## config.mk

```make
export PLATFORM = sky130hd
export DESIGN_NAME = evt_sched
export DESIGN_NICKNAME = d
export VERILOG_FILES = /design/src/rtl/evt_sched.sv
export SDC_FILE = /design/constraint.sdc
export NUM_CORES = 1
export LEC_CHECK = 0
export ABC_AREA = 1
export CORE_ASPECT_RATIO = 0.75
export CORE_UTILIZATION = 30
export DETAILED_ROUTE_END_ITERATION = 6
export SLEW_MARGIN = 20
export SYNTH_ARGS = -nofsm -noshare
export SYNTH_HDL_FRONTEND = slang
export SYNTH_SLANG_ARGS = --single-unit
export TNS_END_PERCENT = 10
```

## constraint.sdc

```tcl
create_clock -name clk -period 4.45 [get_ports clk]
set_input_delay 0.89 -clock clk [delete_from_list [all_inputs] [get_ports clk]]
set_output_delay 0.89 -clock clk [all_outputs]
set_load 0.1 [all_outputs]
```

## src/rtl/evt_sched.sv

```systemverilog
// evt_sched: three-requester register-write scheduler with round-robin grants and a deferred-write (NBA) FIFO.
// Optional cycle-stamped change monitor is compiled in when EVT_SCHED_MONITOR_EN is defined.

module evt_sched #(
  parameter int NBA_DEPTH = 4,
  parameter int TW        = 16
) (
  input  logic                       clk,
  input  logic                       reset,
  input  logic [2:0]                 req,
  input  logic [2:0]                 req_nba,
  input  logic [5:0]                 req_addr,
  input  logic [5:0]                 req_data,
  output logic [2:0]                 gnt,
  output logic [7:0]                 regs,
  output logic [$clog2(NBA_DEPTH):0] nba_count,
  output logic                       nba_full,
  output logic                       busy,
  output logic                       mon_valid,
  output logic [TW-1:0]              mon_time
);

  localparam int PW = $clog2(NBA_DEPTH);
  localparam int CW = PW + 1;

  typedef enum logic [1:0] {IDLE, ACTIVE, NBA} state_t;

  state_t        state_q, state_d;
  logic [1:0]    rr_q;
  logic [7:0]    regs_q, regs_d;
  logic [CW-1:0] count_q;
  logic [PW-1:0] wr_ptr_q, rd_ptr_q;
  logic [3:0]    fifo_q [NBA_DEPTH];
  logic          busy_q;

  logic [3:0]    elig;
  logic          found;
  logic [1:0]    gidx, cand;
  logic [1:0]    sel_addr, sel_data;
  logic          sel_nba;
  logic          push, pop;
  logic [3:0]    head;

  function automatic logic [1:0] wrap3(input logic [2:0] v);
    return (v >= 3'd3) ? 2'(v - 3'd3) : v[1:0];
  endfunction

  assign nba_full  = (count_q == CW'(NBA_DEPTH));
  assign nba_count = count_q;
  assign regs      = regs_q;
  assign busy      = busy_q;
  assign head      = fifo_q[rd_ptr_q];

  // Round-robin search starting at rr_q; a full FIFO masks nonblocking requesters.
  always_comb begin
    elig  = {1'b0, req & ~(req_nba & {3{nba_full}})};
    found = 1'b0;
    gidx  = 2'd0;
    cand  = 2'd0;
    if (!reset && state_q != NBA) begin
      for (int k = 0; k < 3; k++) begin
        cand = wrap3({1'b0, rr_q} + 3'(k));
        if (!found && elig[cand]) begin
          found = 1'b1;
          gidx  = cand;
        end
      end
    end
    gnt = found ? 3'(3'b001 << gidx) : 3'b000;
    case (gidx)
      2'd1:    begin sel_addr = req_addr[3:2]; sel_data = req_data[3:2]; sel_nba = req_nba[1]; end
      2'd2:    begin sel_addr = req_addr[5:4]; sel_data = req_data[5:4]; sel_nba = req_nba[2]; end
      default: begin sel_addr = req_addr[1:0]; sel_data = req_data[1:0]; sel_nba = req_nba[0]; end
    endcase
  end

  always_comb begin
    state_d = state_q;
    regs_d  = regs_q;
    push    = found & sel_nba;
    pop     = 1'b0;
    case (state_q)
      IDLE:    if (found) state_d = ACTIVE;
      ACTIVE: begin
        if (!found) begin
          if (count_q != '0)       state_d = NBA;
          else if (req == 3'b000)  state_d = IDLE;
        end
      end
      NBA: begin
        pop = (count_q != '0);
        if (count_q <= CW'(1)) state_d = (req != 3'b000) ? ACTIVE : IDLE;
      end
      default: state_d = IDLE;
    endcase
    // Grants never occur in NBA, so a blocking write and a pop cannot collide.
    for (int k = 0; k < 4; k++) begin
      if (found && !sel_nba && sel_addr == 2'(k)) regs_d[2*k +: 2] = sel_data;
      if (pop && head[3:2] == 2'(k))              regs_d[2*k +: 2] = head[1:0];
    end
  end

  always_ff @(posedge clk) begin
    if (reset) begin
      state_q  <= IDLE;
      rr_q     <= 2'd0;
      regs_q   <= 8'h00;
      count_q  <= '0;
      wr_ptr_q <= '0;
      rd_ptr_q <= '0;
      busy_q   <= 1'b0;
    end else begin
      state_q <= state_d;
      busy_q  <= (state_d != IDLE);
      regs_q  <= regs_d;
      if (found) rr_q <= wrap3({1'b0, gidx} + 3'd1);
      if (push)  wr_ptr_q <= wr_ptr_q + PW'(1);
      if (pop)   rd_ptr_q <= rd_ptr_q + PW'(1);
      if (push)      count_q <= count_q + CW'(1);
      else if (pop)  count_q <= count_q - CW'(1);
    end
  end

  // Storage needs no reset: a reset rewinds the pointers, which discards any queued entries.
  always_ff @(posedge clk) begin
    if (push) fifo_q[wr_ptr_q] <= {sel_addr, sel_data};
  end

`ifdef EVT_SCHED_MONITOR_EN
  logic [TW-1:0] cyc_q, time_q;
  logic [7:0]    prev_q;
  logic          valid_q;

  always_ff @(posedge clk) begin
    if (reset) begin
      cyc_q   <= '0;
      time_q  <= '0;
      prev_q  <= 8'h00;
      valid_q <= 1'b0;
    end else begin
      cyc_q   <= cyc_q + TW'(1);
      prev_q  <= regs_q;
      valid_q <= (regs_q != prev_q);
      if (regs_q != prev_q) time_q <= cyc_q;
    end
  end

  assign mon_valid = valid_q;
  assign mon_time  = time_q;
`else
  assign mon_valid = 1'b0;
  assign mon_time  = '0;
`endif

endmodule

```

==> flow_summary.ini, run 1 <==
[pwr]
power_density_nw_per_um2 = 767
peakVddDrop_uv = 342
total_power_w = 0.00221
p_leak_nw = 1.21

[sta]
hold_viol = 0
worstMarginPinSlew_ns = 0.986
holdWs_ns = 0.483
setup_viol = 0
setup_tns_ns = 0
rsz0062_at_grt = no
final_max_slew_viol_count = 0
finClkSkew_ns = 0.00809
min_period_over_period_pct = 90.4
max-slew-margin-rel_pct = 34.0
fmax_mhz = 249
period_needed_ns = 4.02

[global_routing]
grt_overflow_total = 0
grt_pass1_wl_um = 8910
track_usage_pct = 14.0
grt_pass1_vias = 1829
antenna_found_initial = 0
grt_max_degree = 14

[detailed_routing]
drt_iter0_markers = 71
num_vias = 1981
dr.pass1.iters = 4
detail-route-antenna-nets = 0
routedWlPerCell_um = 11.7
via_per_inst = 4.42
drc = 0
wirelength_um = 5260

[synthesis]
synthSimpleGateAreaFrac_pct = 30.8
syn-cell-area_um2 = 2340
synth_top_family_by_area = simple AND/OR/NAND/NOR gates
synth.ff_latch_count = 38
dominantRegCellSynth = dfxtp_1
synth_mux_area_share_pct = 0.480
yosys.area.top_type = edfxtp_1
yosysUniqueCellTypes = 32
synth_commonest_cells = nand2_1, inv_1, nand3_1, nor2_1, dfxtp_1
syn_area_per_cell_um2 = 7.71
synth_fa_ha_area_share_pct = 6.94
synth_area_leaders = edfxtp_1, dfxtp_1, nand2_1
ys_seq_area_share_pct = 39.3
ys_async_sr_fraction_pct = 0
synth-xor-area-share_pct = 0.374
synthCells = 304
synth_top_area_share_pct = 20.5
ys_warn_count = 0
yosysMostFrequentCell = nand2_1
synth_compound_area_share_pct = 9.98
synth-edff-count = 16

[clock_network]
post_cts_buffers = 0
postCtsHoldBufs = 0
cts_buffers = 5
clk_pin_slew_worst_paths_ns = 0.06
clock_latency_ns = 0.29
clk_path_buf_depth = 2
tritoncts = built
ctsResizeCount = 0
clock-sinks = 38
root_buffer = clkbuf_8
h-tree-depth = 2

[setup_path]
path_buf_inv = 4
critPathCaptureType = primary output
crit_slowest_cell = clkdlybuf4s50_1
critPathKind = input port to primary output
critical_path.top_delay_family = simple AND/OR/NAND/NOR gates
cp_max_fo = 6
required_ns = 3.56
cp_slowest_stage_delay_ns = 0.50
cp.arrival_ns = 3.13
worst_setup_path_start_kind = input port
rr_startpoint = nba_count[0]
cp-startpoint = req_nba[1]
path_cells = clkdlybuf4s50_1 > nand3_1 > nand3_1 > nand2_2 > nor2_4 > nand4_1 > o21ai_0 > nor2_1 > inv_1 > ha_1 > inv_1 > nor2_1 > buf_12

[min_path]
hold_class = register to register
hp-start = rd_ptr_q[0]

[finish]
fin_cells = 448
layout-drive-gt1-share_pct = 10.1
area_growth_pct = 22.8
final_nets = 379
antenna_cells = 0
utilization_pct = 38.6
fillers = 760

[die]
rows = 27
ios = 53
initial_core_util_pct = 31.4
die-area_um2 = 8180
die_x_um = 104
dieHeight_um = 78.6
coreArea_um2 = 7470

[placement]
gp_congestion = 0.844
io_buffers = 35
dp.cells = 440
hpwlAfterDp_um = 4140

[flow_run]
drv_cap = 0

[status]
outcome = complete, no violations
==> flip-flops by register name, summed over array words and instances, names as in the netlist, named ones only <==
register / cells
fifo_q: 16
rd_ptr_q: 2
state_q: 2
rr_q: 2
busy: 1
wr_ptr_q: 2
regs: 8
nba_count: 3
==> layer usage <==
layer	vias to the layer above	track usage, %	wire (µm)
li1	1052	-	-
met1	880	19.9	2750
met2	42	20.6	2250
met3	7	2.99	200
met4	0	4.71	60
met5	-	0	0
==> area by class of cell <==
| type | count | area (µm²) | share of cell area, % |
|---|---|---|---|
| Clock buffer | 6 | 72.6 | 2.52 |
| Inverter | 36 | 141 | 4.91 |
| Sequential cell | 38 | 921 | 32.0 |
| Tap cell | 101 | 126 | 4.39 |
| Timing Repair Buffer | 38 | 403 | 14.0 |
| Multi-Input combinational cell | 227 | 1210 | 41.9 |
| Clock inverter | 2 | 8.76 | 0.304 |
==> cells by family (layout without fill, tap and decap cells) <==
| group | count (synthesis) | in the layout |
|---|---|---|
| compound gates | 42 | 42 |
| flops | 38 | 38 |
| simple gates | 153 | 153 |
| mux | 1 | 1 |
| xor+xnor | 1 | 1 |
| fa+ha+maj | 13 | 13 |
| other cells | 1 | 17 |
| buf+inv | 55 | 82 |
==> worst register-to-register path: stages, from the launching register on <==
cell	delay (ns)
dfxtp_1	0.34
inv_1	0.13
ha_1	0.30
nand3_1	0.16
nand3_1	0.16
nand2_2	0.08
nor2_4	0.13
nand4_1	0.17
nand2_1	0.10
nor2_1	0.04
nor2_1	0.14
inv_1	0.10
ha_1	0.33
inv_1	0.20
o21ai_1	0.17
inv_1	0.24
nand2_8	0.11
nor2_1	0.32
==> cells in the final DEF (no fill, tap or decap), types with 2 or more instances in the layout <==
cell type | netlist | routed
a21oi_2 | 3 | 3
nand2_1 | 65 | 65
edfxtp_1 | 16 | 16
nor2_2 | 3 | 4
buf_12 | 0 | 3
nor2_1 | 31 | 30
conb_1 | 1 | 17
inv_1 | 33 | 33
inv_4 | 2 | 2
nand3_1 | 32 | 32
dfxtp_1 | 22 | 22
o21ai_0 | 12 | 12
buf_4 | 18 | 3
nand2_2 | 6 | 6
clkdlybuf4s50_1 | 0 | 32
clkinv_2 | 1 | 2
a21oi_1 | 17 | 17
nor3_1 | 2 | 2
ha_1 | 13 | 13
clkbuf_8 | 0 | 5
nand2_8 | 2 | 2
o21ai_1 | 6 | 6
nand4_1 | 7 | 7
==> power breakdown <==
part	total (W)	internal (W)	switching (W)	leakage, nW
clock	0.000223	0.000108	0.000115	0.0426
combinational	0.00145	0.000424	0.00102	0.845
sequential	0.000539	0.000494	0.0000453	0.325
total	0.00221	0.00102	0.00118	1.21
==> per-stage QoR <==
step | instance area [µm²] | setup slack, ns
finish | 2880 | 0.428
CTS | 2880 | 0.420
detailed placement | 2800 | 0.286
floorplan | 2410 | -0.324
global placement | 2800 | 0.384
global route | 2880 | 0.168
==> worst paths after layout <==
check	to	slack, ns	cells past startpoint
worst max-delay path	gnt[2]	0.43	13
worst max register to register	fifo_q[0][1]	0.89	17
worst min-delay path	rd_ptr_q[0]	0.48	1
worst min register to register	rd_ptr_q[0]	0.48	1
Power figures use the tool's default switching activity.
==> run 2: changes to the inputs <==
--- a/config.mk
+++ b/config.mk
@@ -9,6 +9,7 @@
 export CORE_ASPECT_RATIO = 0.75
 export CORE_UTILIZATION = 30
 export DETAILED_ROUTE_END_ITERATION = 6
+export HOLD_SLACK_MARGIN = 0.03
 export SLEW_MARGIN = 20
 export SYNTH_ARGS = -nofsm -noshare
 export SYNTH_HDL_FRONTEND = slang
==> results of run 2 <==
The final DEF is identical to that of run 1; final timing and power are the same.
==> run 3: changes to the inputs <==
--- a/config.mk
+++ b/config.mk
@@ -10,7 +10,6 @@
 export CORE_UTILIZATION = 30
 export DETAILED_ROUTE_END_ITERATION = 6
 export HOLD_SLACK_MARGIN = 0.03
-export SLEW_MARGIN = 20
 export SYNTH_ARGS = -nofsm -noshare
 export SYNTH_HDL_FRONTEND = slang
 export SYNTH_SLANG_ARGS = --single-unit
==> results of run 3 <==
The final DEF is identical to that of run 1; final timing and power are the same.
==> variant 1: new RTL, flow settings as in run 3 <==
The parameter `TW` goes from 16 to 24.
--- a/src/rtl/evt_sched.sv
+++ b/src/rtl/evt_sched.sv
@@ -4,5 +4,5 @@
 module evt_sched #(
   parameter int NBA_DEPTH = 4,
-  parameter int TW        = 16
+  parameter int TW        = 24
 ) (
   input  logic                       clk,
Ports: changed (resized mon_time); port bits go from 53 to 61. No check against the original RTL was run, so the function may have changed too.
==> variant 1 against run 3 <==
Final area up 1.2%. Global-route usage about the same. Power up 2.2%. Sequential share of layout area down 0.37 points. Sequential cell count unchanged. Routed wire length up 0.23%. Worst setup slack worse by 17 ps. Clock power up 2%. Synthesized area up 2.6%. Core utilization up 0.10 points. Critical path type unchanged. Highest routed layer unchanged.
==> variant 1: results (changes against run 3) <==
vdd_drop_max_mv: 0.335  # was 0.342 mV
clock_skew_ps: 8.42  # was 8.09 ps
drtIter0Drc: 57  # was 71
outcome: "complete, no violations"  # unchanged
firstDrtPassIters: 5  # was 4
dr_wl_met3_um: 243  # was 200 um
drive_gt1_share_pct: 10.1  # about the same
synthTopCellsByCount: "nand2_1 (65), inv_1 (33), nand3_1 (32)"  # unchanged
synthTopCellsByArea: "edfxtp_1 (20%), dfxtp_1 (18%), nand2_1 (10%)"  # was edfxtp_1 (20%), dfxtp_1 (19%), nand2_1 (10%)
wl_met2_um: 2190  # was 2250 um
grtUsageTotal_pct: 13.9  # was 14.0%
drt-total-wl_um: 5270  # was 5260 um
stdcell_count: 456  # was 448
synthArstFlopShare_pct: 0  # unchanged
nets: 387  # was 379
max_stage_delay_ps: 480  # was 500 ps
placed_area_mm2: 0.00283  # was 0.00280 mm2
grt_max_degree: 14  # unchanged
use_met2_pct: 20.8  # was 20.6%
ys_warn_count: 0  # unchanged
yosysSeqAreaShare_pct: 38.3  # was 39.3%
post-cts-setup-buffers: 0  # unchanged
grt_first_pass_wirelength_um: 8960  # was 8910 um
syn_avg_cell_area_um2: 7.71  # about the same
use_met3_pct: 4.08  # was 2.99%
arrival_ps: 3150  # was 3130 ps
wirelength_met1_um: 2790  # was 2750 um
pre_cts_slack_ps: 231  # was 286 ps
vias: 1995  # was 1981
dp.cells: 448  # was 440
fillers: 766  # was 760
place_congestion: 0.901  # was 0.844
relSlewSlack_pct: 34.0  # about the same
grt_pass1_vias: 1853  # was 1829
place_hpwl_um: 4230  # was 4140 um
p_leak_uw: 0.00124  # was 0.00121 uW
grt.met1_usage_pct: 19.2  # was 19.9%
variant 1: changes by cell type after synthesis:
cell          run 3  this run
buf_4            18        26
variant 1: metrics by stage:
| step | setup TNS, ps | util, % |
|---|---|---|
| 3_5_place_dp | 0 | 37.5 |
| 3_3_place_gp | 0 | 37.5 |
| 6_report | 0 | 38.7 |
| 2_1_floorplan | -532 | - |
| 5_1_grt | 0 | 38.7 |
| 4_1_cts | 0 | 38.7 |
variant 1: worst register-to-register path: cells and delay by family (launching register included):
family          cells  cell delay [ps]
compound gates      1              220
fa+ha+maj           2              620
buf+inv             5              790
flops               1              330
simple gates        9             1350
variant 1: worst paths after layout:
path | to | slack [ps] | cells past startpoint
worst min-delay path | rd_ptr_q[0]$_SDFFE_PP0P_ | 480 | 1
worst max register to register | fifo_q[3][2]$_DFFE_PP_ | 810 | 17
worst max-delay path | gnt[1] | 410 | 13
worst min register to register | rd_ptr_q[0]$_SDFFE_PP0P_ | 480 | 1
variant 1: final cells by class:
cell class                 count  share of cell area (%)
inverter                      36                    4.85
timing repair buffer          38                    13.8
clock buffer                   5                    2.36
sequential                    38                    31.6
multi-input combinational    235                    42.4
clock inverter                 3                   0.558
tap                          101                    4.34
variant 1: cell families after synthesis:
family / after synthesis / share of synthesized area [%]
xor gates and xnor gates: 1 / 0.364
muxes: 1 / 0.468
DFF: 38 / 38.3
other: 1 / 0.156
buffers and inverters: 63 / 14.2
adders and majority gates: 13 / 6.76
AOI/OAI and AO/OA: 42 / 9.73
and+or+nand+nor: 153 / 30.1
variant 1: where the power goes:
part / switching, uW / internal [uW] / leakage (uW)
clock: 121 / 107 / 0.0000416
sequential: 44.5 / 494 / 0.000325
combinational: 1070 / 423 / 0.000871
total: 1230 / 1020 / 0.00124
==> variant 2: new RTL, settings of run 3 <==
Made on the original files. The 3 states of `state_t` get a one-hot encoding in 3 bits.
--- a/src/rtl/evt_sched.sv
+++ b/src/rtl/evt_sched.sv
@@ -24,5 +24,5 @@
   localparam int CW = PW + 1;
 
-  typedef enum logic [1:0] {IDLE, ACTIVE, NBA} state_t;
+  typedef enum logic [2:0] {IDLE = 3'b001, ACTIVE = 3'b010, NBA = 3'b100} state_t;
 
   state_t        state_q, state_d;
Function: same outputs for any inputs over 10 cycles, from zero or initial values and one cycle with reset high; not proved beyond that.
==> variant 2 against run 3 <==
Sequential cell count increased by 1. First-iteration DRC count is 37% higher. Synthesized area grew 3.8%. Routed wire length grew 7.5%. Count of clock-buffer cells in the layout is 1 higher. Power is 0.42% lower. Critical endpoint is now gnt[1]. Synthesized cell count rose by 6.3%. Die area grew 3.8%. Final area rose by 3.3%. Worst setup slack got worse by 18 ps.
==> variant 2: results (changes against run 3) <==
crit_path_end: "gnt[1]"  # was gnt[2]
multi_input_gates: 236  # was 227
crit_start: "req_nba[2]"  # was req_nba[1]
yosysUniqueCellTypes: 34  # was 32
fillers: 823  # was 760
nonClkBufAreaFrac_pct: 13.8  # was 14.0%
clockNetworkAreaShare_pct: 2.74  # was 2.82%
multi_input_area_share_pct: 41.8  # was 41.9%
cts.clk_slew.worst_paths_ps: 80  # was 60 ps
synthTopCellsByArea: "edfxtp_1 (20%), dfxtp_1 (19%), nand2_1 (10%)"  # unchanged
reg2reg_depth: 18  # was 17
holdPathEnd: "regs[1]$_SDFFE_PP0P_"  # was rd_ptr_q[0]$_SDFFE_PP0P_
ys_ff_latch: 39  # was 38
outcome: "complete, no violations"  # unchanged
place_hpwl_um: 4360  # was 4140 um
yosysSeqAreaShare_pct: 38.6  # was 39.3%
drive_gt1_share_pct: 9.29  # was 10.1%
clkbuf_count: 7  # was 6
synthTopCellsByCount: "nand2_1 (65), inv_1 (39), nor2_1 (39)"  # was nand2_1 (65), inv_1 (33), nand3_1 (32)
sw_frac_of_total_pct: 53.5  # was 53.6%
nets: 399  # was 379
grt_max_degree: 13  # was 14
regToRegSetupSlack_ps: 850  # was 890 ps
p_leak_uw: 0.00127  # was 0.00121 uW
grtUsageTotal_pct: 13.9  # was 14.0%
r2r-end: "fifo_q[2][2]$_DFFE_PP_"  # was fifo_q[0][1]$_DFFE_PP_
min_path_cells: 2  # was 1
-- variant 2: cell count changes in the layout (fill, tap and decap cells not counted), moves of 2 or more --
cell	before	now
inv_1	33	39
a21oi_2	3	1
o21ai_1	6	11
nand2_2	6	3
nor2_1	30	38
nand2_8	2	0
nand4_1	7	9
inv_2	0	5
nand3_1	32	28
inv_4	2	0
nand2_4	0	2
-- variant 2: metrics by stage --
stage,area [um2],setup slack [ps],cells,power [uW]
floorplan,2500,-312,339,1620
finish,2970,410,471,2200
global placement,2890,411,463,1950
global route,2970,189,471,2380
CTS,2970,419,471,2210
detailed placement,2890,301,463,1970
-- variant 2: per-layer routing --
layer  share of wire [%]  vias up  global-route usage, %
met5                   0        -                      0
met4                0.71        0                   3.33
met3                 4.7        6                   3.84
met2                  39       43                   20.0
met1                  55      943                   20.3
li1                    -     1109                      -
-- variant 2: logic make-up (layout without fill, tap and decap cells) --
family / Yosys count / after routing / synth area share, %
and+or+nand+nor: 157 / 157 / 30.1
buffers and inverters: 64 / 91 / 12.8
AOI/OAI and AO/OA: 48 / 48 / 11.1
DFF: 39 / 39 / 38.6
adders and majority gates: 14 / 14 / 7.19
other: 1 / 17 / 0.154
-- variant 2: critical path, stage by stage --
cell	delay (ps)
clkdlybuf4s50_1	480
nand3_1	120
nand4_1	120
nand2_1	80
nor2_2	170
nand4_1	170
o211ai_1	120
nand3_1	150
inv_1	120
ha_1	300
inv_1	80
nor2_2	150
buf_12	190
-- variant 2: power by group through the flow --
stage	logic (uW)	clock network (uW)	registers, uW
2_1_floorplan	870	0	752
3_3_place_gp	1400	0	553
3_5_place_dp	1420	0	554
4_1_cts	1430	240	546
5_1_grt	1560	259	555
6_report	1420	234	546
